--- src/rtl/s_acq_capture_if.sv ---
// Output stream bundle of the acquisition capture block: averaged word plus
// its valid/ready handshake. The capture block is the master.
interface s_acq_capture_if #(
  parameter int DATA_W = 12
) ();

  logic [DATA_W-1:0] out_data;
  logic              out_valid;
  logic              out_ready;

  modport master (
    output out_data,
    output out_valid,
    input  out_ready
  );

  modport slave (
    input  out_data,
    input  out_valid,
    output out_ready
  );

endinterface : s_acq_capture_if

--- src/rtl/s_acq_capture.sv ---
// NMR acquisition sample-capture receiver.
// Samples adc_data on each rising edge of the divided ADC clock (detected in
// the clk_dds domain), averages groups of 2^ACC_SHIFT samples and delivers
// num_samples averaged words over a valid/ready handshake. A word that
// arrives while the previous one is still stalled is dropped and flagged in
// the sticky overrun bit.
module s_acq_capture #(
  parameter int DATA_W    = 12,
  parameter int CNT_W     = 16,
  parameter int ACC_SHIFT = 2
) (
  input  logic                 clk_dds,
  input  logic                 rst,
  input  logic                 entop,
  input  logic                 s_acq_en,
  input  logic                 adc_clk,
  input  logic [DATA_W-1:0]    adc_data,
  input  logic [CNT_W-1:0]     num_samples,
  s_acq_capture_if.master      out_if,
  output logic [CNT_W-1:0]     sample_cnt,
  output logic                 busy,
  output logic                 done,
  output logic                 overrun
);

  // Accumulator holds a full group sum without wrap; the group counter needs
  // at least one bit even when averaging is disabled.
  localparam int ACC_W = DATA_W + ACC_SHIFT;
  localparam int GRP_W = (ACC_SHIFT > 0) ? ACC_SHIFT : 1;

  typedef enum logic [1:0] {
    IDLE    = 2'd0,
    ARM     = 2'd1,
    CAPTURE = 2'd2,
    FINISH  = 2'd3
  } state_t;

  state_t            state;
  state_t            state_nxt;
  logic              done_set;

  logic              en;
  logic              en_d;
  logic              adc_clk_d;
  logic              start;
  logic              strobe;
  logic              grp_last;
  logic              res_strobe;
  logic              load;
  logic              drop;

  logic [CNT_W-1:0]  n_lat;
  logic [CNT_W-1:0]  cnt_inc;
  logic [ACC_W-1:0]  acc;
  logic [ACC_W-1:0]  acc_sum;
  logic [GRP_W-1:0]  grp_cnt;
  logic [DATA_W-1:0] result;

  // ---------------------------------------------------------------------------
  // Datapath decode
  // ---------------------------------------------------------------------------
  assign en      = entop & s_acq_en;
  assign start   = (state == IDLE) & en & ~en_d;

  // A sample is taken on the clk_dds cycle where the registered copy of the
  // ADC clock is still low but the live one is high. Qualifying with en keeps
  // an abort cycle from ever being counted as a sample.
  assign strobe  = (state == CAPTURE) & en & ~adc_clk_d & adc_clk;

  assign acc_sum = acc + ACC_W'(adc_data);
  assign result  = DATA_W'(acc_sum >> ACC_SHIFT);

  // Last sample of a group: counter saturated, or every sample when there is
  // no averaging.
  assign grp_last   = (ACC_SHIFT == 0) ? 1'b1 : (&grp_cnt);
  assign res_strobe = strobe & grp_last;

  // A finished average loads if the output register is empty or is being
  // emptied this very cycle; otherwise it is lost.
  assign load    = res_strobe & (~out_if.out_valid | out_if.out_ready);
  assign drop    = res_strobe & out_if.out_valid & ~out_if.out_ready;
  assign cnt_inc = sample_cnt + CNT_W'(1);

  assign busy    = (state != IDLE);

  // ---------------------------------------------------------------------------
  // Control FSM
  // ---------------------------------------------------------------------------

  // State register.
  // NOTE: sequential state uses non-blocking assignments so every register
  // samples the pre-edge values, independent of block ordering.
  always_ff @(posedge clk_dds or posedge rst) begin
    if (rst) begin
      state <= IDLE;
    end else begin
      state <= state_nxt;
    end
  end

  // Next-state decode and the done request.
  // NOTE: every output of this block gets a default first, so no path can
  // leave it unassigned and infer a latch.
  always_comb begin
    state_nxt = state;
    done_set  = 1'b0;
    unique case (state)
      IDLE: begin
        if (start) begin
          state_nxt = ARM;
        end
      end
      ARM: begin
        if (!en) begin
          state_nxt = IDLE;
        end else if (n_lat == '0) begin
          state_nxt = FINISH;
        end else if (!adc_clk) begin
          state_nxt = CAPTURE;
        end
      end
      CAPTURE: begin
        if (!en) begin
          state_nxt = IDLE;
        end else if (load && (cnt_inc == n_lat)) begin
          state_nxt = FINISH;
        end
      end
      FINISH: begin
        // Completion waits for the last word to drain; dropping en here is
        // deliberately not an abort.
        if (!out_if.out_valid) begin
          done_set  = 1'b1;
          state_nxt = IDLE;
        end
      end
      default: begin
        state_nxt = IDLE;
      end
    endcase
  end

  // ---------------------------------------------------------------------------
  // Edge detectors and acquisition length latch
  // ---------------------------------------------------------------------------

  // Delayed copies of en and the ADC clock for edge detection; length latched
  // at start so the count cannot change mid-acquisition.
  always_ff @(posedge clk_dds or posedge rst) begin
    if (rst) begin
      en_d      <= 1'b0;
      adc_clk_d <= 1'b0;
      n_lat     <= '0;
    end else begin
      en_d      <= en;
      adc_clk_d <= adc_clk;
      if (start) begin
        n_lat <= num_samples;
      end
    end
  end

  // ---------------------------------------------------------------------------
  // Averaging
  // ---------------------------------------------------------------------------

  // Group accumulation; the last sample of a group is folded into result
  // combinationally so the accumulator restarts cleanly at zero.
  always_ff @(posedge clk_dds or posedge rst) begin
    if (rst) begin
      acc     <= '0;
      grp_cnt <= '0;
    end else if (start) begin
      acc     <= '0;
      grp_cnt <= '0;
    end else if (strobe) begin
      if (grp_last) begin
        acc     <= '0;
        grp_cnt <= '0;
      end else begin
        acc     <= acc_sum;
        grp_cnt <= grp_cnt + GRP_W'(1);
      end
    end
  end

  // ---------------------------------------------------------------------------
  // Output register, handshake and status
  // ---------------------------------------------------------------------------

  // Output word/valid: load wins over the clearing transfer on the same cycle.
  always_ff @(posedge clk_dds or posedge rst) begin
    if (rst) begin
      out_if.out_data  <= '0;
      out_if.out_valid <= 1'b0;
    end else if (load) begin
      out_if.out_data  <= result;
      out_if.out_valid <= 1'b1;
    end else if (out_if.out_valid && out_if.out_ready) begin
      out_if.out_valid <= 1'b0;
    end
  end

  // Word count, sticky overrun and the registered done pulse. A pending word
  // from an aborted run survives a restart; only the counters are cleared.
  always_ff @(posedge clk_dds or posedge rst) begin
    if (rst) begin
      sample_cnt <= '0;
      overrun    <= 1'b0;
      done       <= 1'b0;
    end else begin
      done <= done_set;
      if (start) begin
        sample_cnt <= '0;
        overrun    <= 1'b0;
      end else begin
        if (load) begin
          sample_cnt <= cnt_inc;
        end
        if (drop) begin
          overrun <= 1'b1;
        end
      end
    end
  end

endmodule : s_acq_capture

--- src/flat_wrapper.sv ---
// flat-port wrapper written by rule: the top's interface ports become plain ports
module s_acq_capture_flat 
#(
  parameter int DATA_W    = 12,
  parameter int CNT_W     = 16,
  parameter int ACC_SHIFT = 2
)
  (clk_dds, rst, entop, s_acq_en, adc_clk, adc_data, num_samples, sample_cnt, busy, done, overrun, out_if_out_data, out_if_out_valid, out_if_out_ready);
  s_acq_capture_if #(.DATA_W(DATA_W)) out_if_i ();
  input  logic clk_dds;
  input  logic rst;
  input  logic entop;
  input  logic s_acq_en;
  input  logic adc_clk;
  input  logic [DATA_W-1:0] adc_data;
  input  logic [CNT_W-1:0] num_samples;
  output logic [CNT_W-1:0] sample_cnt;
  output logic busy;
  output logic done;
  output logic overrun;
  output wire logic [$bits(out_if_i.out_data)-1:0] out_if_out_data;
  output wire logic [$bits(out_if_i.out_valid)-1:0] out_if_out_valid;
  input wire logic [$bits(out_if_i.out_ready)-1:0] out_if_out_ready;
  assign out_if_out_data = out_if_i.out_data;
  assign out_if_out_valid = out_if_i.out_valid;
  assign out_if_i.out_ready = out_if_out_ready;
  s_acq_capture #(.DATA_W(DATA_W), .CNT_W(CNT_W), .ACC_SHIFT(ACC_SHIFT)) u_core (.clk_dds(clk_dds), .rst(rst), .entop(entop), .s_acq_en(s_acq_en), .adc_clk(adc_clk), .adc_data(adc_data), .num_samples(num_samples), .out_if(out_if_i), .sample_cnt(sample_cnt), .busy(busy), .done(done), .overrun(overrun));
endmodule
--- config.mk ---
export PLATFORM = sky130hd
export DESIGN_NAME = s_acq_capture_flat
export DESIGN_NICKNAME = d
export VERILOG_FILES = /design/src/rtl/s_acq_capture_if.sv /design/src/rtl/s_acq_capture.sv /design/src/flat_wrapper.sv
export SDC_FILE = /design/constraint.sdc
export NUM_CORES = 1
export LEC_CHECK = 0
export BUFFER_PORTS_ARGS = -buffer_cell sky130_fd_sc_hd__buf_4
export CAP_MARGIN = 20
export CORE_MARGIN = 5
export CORE_UTILIZATION = 51
export CTS_CLUSTER_DIAMETER = 150
export DETAILED_ROUTE_END_ITERATION = 12
export PLACE_DENSITY = 0.77
export SYNTH_ARGS = -nofsm -noshare
export SYNTH_HDL_FRONTEND = slang
export SYNTH_SLANG_ARGS = --single-unit
--- constraint.sdc ---
create_clock -name clk_dds -period 2.4 [get_ports clk_dds]
set_input_delay 0.72 -clock clk_dds [delete_from_list [all_inputs] [get_ports clk_dds]]
set_output_delay 0.72 -clock clk_dds [all_outputs]
set_load 0.1 [all_outputs]
---- After elaboration in Yosys (flattened, before gate mapping) ----
Cells that the tools add are included.
storage, ports and cells
  bits in registers ....................... 67
  input bits .............................. 34
  output and inout port bits .............. 32
  logic and storage cells ................. 70
cells by class
  add/sub/neg operators ................... 3
  eq/ne operators ......................... 8
  muxes and demuxes ....................... 22
  bitwise gates (word level) .............. 15
  reductions and logical operators ........ 11
operators with widths
  operator                                                                  number
  14-bit two-way mux                                                        3
  16-bit two-way mux                                                        2
  2-bit two-way mux                                                         10
  16-bit by 1-bit adder with 16-bit output (second input constant)          1
  16-bit == test                                                            1
  16-bit logical NOT                                                        1
  14-bit by 12-bit adder with 14-bit output                                 1
  1-bit bitwise AND                                                         10
  2-bit nonzero test                                                        5
  2-bit one-hot mux with 4 select lines                                     1
  1-bit two-way mux                                                         6
  2-bit == test (second input constant)                                     2
  4-bit inequality test (second input constant)                             1
  1-bit NOT                                                                 4
  4-bit AND reduction                                                       1
  3-bit inequality test (second input constant)                             1
  2-bit by 1-bit adder with 2-bit output (second input constant)            1
  2-bit by 1-bit == test with 1-bit output (second input constant)          1
  1-bit logical AND                                                         2
  2-bit logical NOT                                                         1
  2-bit by 1-bit inequality test with 1-bit output (second input constant)  1
  2-bit inequality test (second input constant)                             1
  2-bit AND reduction                                                       1
  1-bit OR                                                                  1

---- Depth between registers and ports, before layout ----
  depth in word-level cells ............... 10
  gate-level depth with buffers ........... 8
  gate-level depth less buffers ........... 8

---- Least setup slack after synthesis ----
OpenSTA, ideal clock, no wires.
  path type ............................... reg-to-reg
  start ................................... register u_core.sample_cnt[0]
  end ..................................... register u_core.state[0]
  setup time .............................. 96 ps
  arrival time ............................ 2792 ps
  data required time ...................... 2304 ps
  path slack .............................. -488 ps
  cell stages (with the launch flop) ...... 8
  buffers on the path ..................... 0
  period minus slack after synthesis ...... 2888 ps
  cells stage by stage .................... dfrtp_1 ha_1 nand3_1 nor2_1 mux2_2 a2111oi_2 o2111ai_1 o31ai_1
on the way
  longest elaborated chain between the ends .. 5
RTL lines
  item                                      line                  source
  start, declared                           s_acq_capture.sv:20   output logic [CNT_W-1:0] sample_cnt,
  start signal, assigned                    s_acq_capture.sv:218  sample_cnt <= cnt_inc;
  16-bit by 1-bit adder with 16-bit output  s_acq_capture.sv:82   assign cnt_inc = sample_cnt + CNT_W'(1);
  16-bit == test                            s_acq_capture.sv:125  end else if (load && (cnt_inc == n_lat)) begin
  1-bit logical AND                         s_acq_capture.sv:125
  3-bit inequality test (no line)           -
  4-bit AND reduction (no line)             -
  end signal, assigned                      s_acq_capture.sv:97   state <= state_nxt;
  end, declared                             s_acq_capture.sv:38   state_t state;
Every way passes these cells.
A chain may end at the register's enable or synchronous reset.

---- Worst setup path in the final report ----
  start ................................... input port adc_data[0]
  end ..................................... register u_core.out_if.out_data[8]
on the way
  longest elaborated chain between the ends .. 1
RTL lines
  item                                       line                    source
  start, declared                            flat_wrapper.sv:15      input logic [DATA_W-1:0] adc_data;
  14-bit by 12-bit adder with 14-bit output  s_acq_capture.sv:70     assign acc_sum = acc + ACC_W'(adc_data);
  end signal, assigned                       s_acq_capture.sv:197    out_if.out_data <= result;
  end, declared                              s_acq_capture_if.sv:12  output out_data,
Every way passes these cells.

==> impl_results.md <==
* Outcome: finished clean
* Effective utilization at floorplan at 0.517
* Post-placement worst setup slack at -227 ps
* Portion of the post-synthesis area used by sequential elements at 0.424
* Data required time of the worst path at between 2000 and 3000 ps
* Yosys synthesis warning count at 0
* Post-synth cell types at 64
* Multi-input combinational cell area at 0.00219 mm²
* Post-layout minimum cycle time at 2290 ps
* Adder and majority cell fraction of the synthesized area at 0.0494
* Slew at the pin with the worst max-slew slack at 954 ps
* Maximum number of pins on one net before global-route repair at 36
* Crit. End Element: flop
* Commonest cells in the netlist: sky130_fd_sc_hd__nand2_1 (85), sky130_fd_sc_hd__dfrtp_1 (67), sky130_fd_sc_hd__o21ai_0 (35)
* Switching power as a share of total power at 0.348
* Worst Setup Slack, final at ~110 ps
* Height of the die at around 98 µm
* Worst skew pair latency at 350 ps
* Number of sinks driven by the clock tree at 67
* Total Die Area at about 0.0096 mm²
* Clock tree from TritonCTS: done
* Clock tree root driver cell: sky130_fd_sc_hd__clkbuf_8
* Period utilisation layout at 0.956
* Setup Buffers After CTS at 0
* First-pass GRT wire length at 17300 µm
* Fraction of power consumed by the clock network at 0.284
* Max IR drop VDD at 0.000494 V
* Max capacitance violation total at 0
* RSZ-0062 raised after global routing: false
* Number of failing setup endpoints in the final timing report at 0
* Antenna Diode Count at 0
* Clock-pin slew on the worst setup and hold paths at 80 ps
* Netlist area before placement at 0.00395 mm²
* Worst rel slew slack at 0.362
* Power density over the cells at 722 mW/mm²
* Maximum count of clock buffers along a single path at 2
* Core Region at roughly 0.0076 mm²
* Synthesis-to-finish area growth at 27.0%
* Routed Antenna Nets at 0
* Routed wire length at around 10000 µm
* Grt total ovfl at 0
* Synthesized netlist net count at 486
* Worst min-delay path class: in -> async
* TritonCTS Buffers at 9
* Fillcell total at 620
* Total Power at ~3.6 mW
* Share of post-route cells with drive strength above 1 at 0.279
* Final Max Tran Viols at 0
* Power Internal at 2.36 mW
* H-tree level count at 3
* Fin Setup TNS at 0 ps
* Max Freq at 436 MHz
* Syn_area_per_cell at 9.04 µm²
* Compound-gate portion of the synthesized area at 0.191
* Critical Path Start Type: primary input
* Post-detailed-placement half-perimeter wirelength at ~7600 µm
* Drt via density at 5.75
* Antenna violations before repair at 0
* Register bit total from synthesis at 67
* Clock tree skew after final layout at 10.4 ps
* Post-synth top area share at 0.424
* Placer congestion estimate at 0.934
* Asr flop ratio synth at 1.00
* Most common cell in the synthesized netlist: sky130_fd_sc_hd__nand2_1
* Buffers on Ports at 65
* Mux share of post-synthesis cell area at 0.0225
* Static leakage at 2.43 nW
* DR pass1 iterations at 4
* Seq pwr share at 0.422
* Vias in the first global route at 3572
* Combinational family with the most area after synthesis: simple AND/OR/NAND/NOR gates
* Synthesized-area fraction occupied by and/or/nand/nor cells at 0.225
* Fraction of synthesized cell area in xor and xnor cells at 0.0598
* Number of nets in the layout at 578
* Total area of sequential cells at around 0.0017 mm²
* Path depth of the worst reg2reg path at 8
* Total of hold buffers inserted after clock tree synthesis at 0
* Number of primary I/O pins at 66
* Count of standard-cell rows at 32
* Largest fanout on the critical path at 4
* Initial DRC count at 283
* Switching power total at 1.26 mW
* Hold WS at 368 ps
* Gate power share at 0.294
* Via count at 3658
* Die X at 98.0 µm
* WP data arrival at 2520 ps
* Post-synth EDFFs at 0
* Largest area contributor in the synthesized netlist: sky130_fd_sc_hd__dfrtp_1
* Total Routing Usage GR at 0.221
* Hold violation total from the final report at 0
* Final routed wire length divided by cell count at 16.2 µm
* Top cells by area, synth: sky130_fd_sc_hd__dfrtp_1 (42%), sky130_fd_sc_hd__nand2_1 (8.1%), sky130_fd_sc_hd__ha_1 (4.4%)
* Synth Instances at approximately 440
* Kind of critical path: in -> reg
* Predominant post-synthesis flop cell: sky130_fd_sc_hd__dfrtp_1
* DR DRC count at 0
==> area by class of cell <==
cell class              instances  share of cell area
well taps                     102              0.0254
clock inverters                 5              0.0157
clock buffers                  11              0.0262
inverters                       9             0.00748
multi-input cells             343               0.436
flip-flops and latches         67               0.336
repair buffers                 99               0.154
==> critical path, cell delays in order <==
cell and delay [ps]:
sky130_fd_sc_hd__buf_4 110, sky130_fd_sc_hd__ha_1 220, sky130_fd_sc_hd__fa_2 350, sky130_fd_sc_hd__a21o_1 170, sky130_fd_sc_hd__a21oi_2 220, sky130_fd_sc_hd__o21a_1 190, sky130_fd_sc_hd__o21ai_1 90, sky130_fd_sc_hd__xor2_1 170
sky130_fd_sc_hd__mux2_2 270
==> through the flow <==
stage / utilization / area (µm²) / instances
2_1_floorplan: - / 3970 / 437
3_3_place_gp: 0.627 / 4790 / 619
3_5_place_dp: 0.628 / 4800 / 620
4_1_cts: 0.656 / 5010 / 636
5_1_grt: 0.657 / 5020 / 636
6_report: 0.657 / 5020 / 636
==> logic make-up after synthesis <==
group,after synthesis
xor+xnor,27
simple gates,179
buf+inv,27
fa+ha+maj,15
compound gates,114
flops,67
mux,8
==> power groups by stage <==
stage,clock (mW),sequential [mW],combinational [mW]
after global routing,1.09,1.55,1.18
after floorplan,0,1.47,0.790
after global placement,0,1.53,1.01
after detailed placement,0,1.54,1.05
after CTS,1.03,1.52,1.06
final,1.03,1.53,1.07
==> worst paths after layout <==
check	from	endpoint	slack (ps)
hold reg to reg	u_core.out_if.out_valid	u_core.done	480
setup reg to reg	u_core.acc[5]	u_core.acc[13]	190
hold / removal	rst	u_core.acc[0]	370
min in group clk_dds	u_core.out_if.out_valid	u_core.done	480
max in group asynchronous	rst	u_core.sample_cnt[7]	1430
setup / recovery	adc_data[0]	u_core.out_if.out_data[8]	110
==> placed cells by master, fill, tap and decap left out, types with 3 or more instances in the layout <==
cell                       count
sky130_fd_sc_hd__o31ai_1       9
sky130_fd_sc_hd__o21ai_0      34
sky130_fd_sc_hd__mux2_2        7
sky130_fd_sc_hd__a21oi_1      12
sky130_fd_sc_hd__nor2b_1       5
sky130_fd_sc_hd__nor3_1       10
sky130_fd_sc_hd__nor2_1       30
sky130_fd_sc_hd__and3_1        3
sky130_fd_sc_hd__inv_1         8
sky130_fd_sc_hd__or3_1         3
sky130_fd_sc_hd__xnor2_1      18
sky130_fd_sc_hd__nand2_1      85
sky130_fd_sc_hd__ha_1         13
sky130_fd_sc_hd__dfrtp_1      59
sky130_fd_sc_hd__or4_1         3
sky130_fd_sc_hd__a21o_1        6
sky130_fd_sc_hd__o21a_1        4
sky130_fd_sc_hd__o211ai_1      3
sky130_fd_sc_hd__dfrtp_2       8
sky130_fd_sc_hd__nand4_1       4
sky130_fd_sc_hd__buf_4        96
sky130_fd_sc_hd__a22o_1       13
sky130_fd_sc_hd__xor2_1        9
sky130_fd_sc_hd__o21ai_1       3
sky130_fd_sc_hd__a31oi_1      10
sky130_fd_sc_hd__clkbuf_8      9
sky130_fd_sc_hd__nand3_1      12
==> sequential cells by signal, indices dropped and copies added (netlist names) <==
signal	cells
u_core.out_if.out_valid	1
u_core.sample_cnt	16
u_core.adc_clk_d	1
u_core.overrun	1
u_core.grp_cnt	2
u_core.en_d	1
u_core.acc	14
u_core.done	1
u_core.state	2
u_core.out_if.out_data	12
u_core.n_lat	16
==> routing by layer <==
metal | vias up | GRT usage | wire length [µm] | share of wire
li1 | 1757 | - | - | -
met1 | 1783 | 0.307 | 4700 | 0.46
met2 | 104 | 0.350 | 4850 | 0.47
met3 | 14 | 0.0350 | 574 | 0.056
met4 | 0 | 0.0820 | 158 | 0.015
met5 | - | 0 | 0 | 0
==> what timing repair did <==
item,4_1_cts,5_1_grt
hold endpoints to repair,0,0
setup endpoints to repair,0,2
gates resized for setup,0,2
No activity file was read; power rests on OpenSTA's default activity.
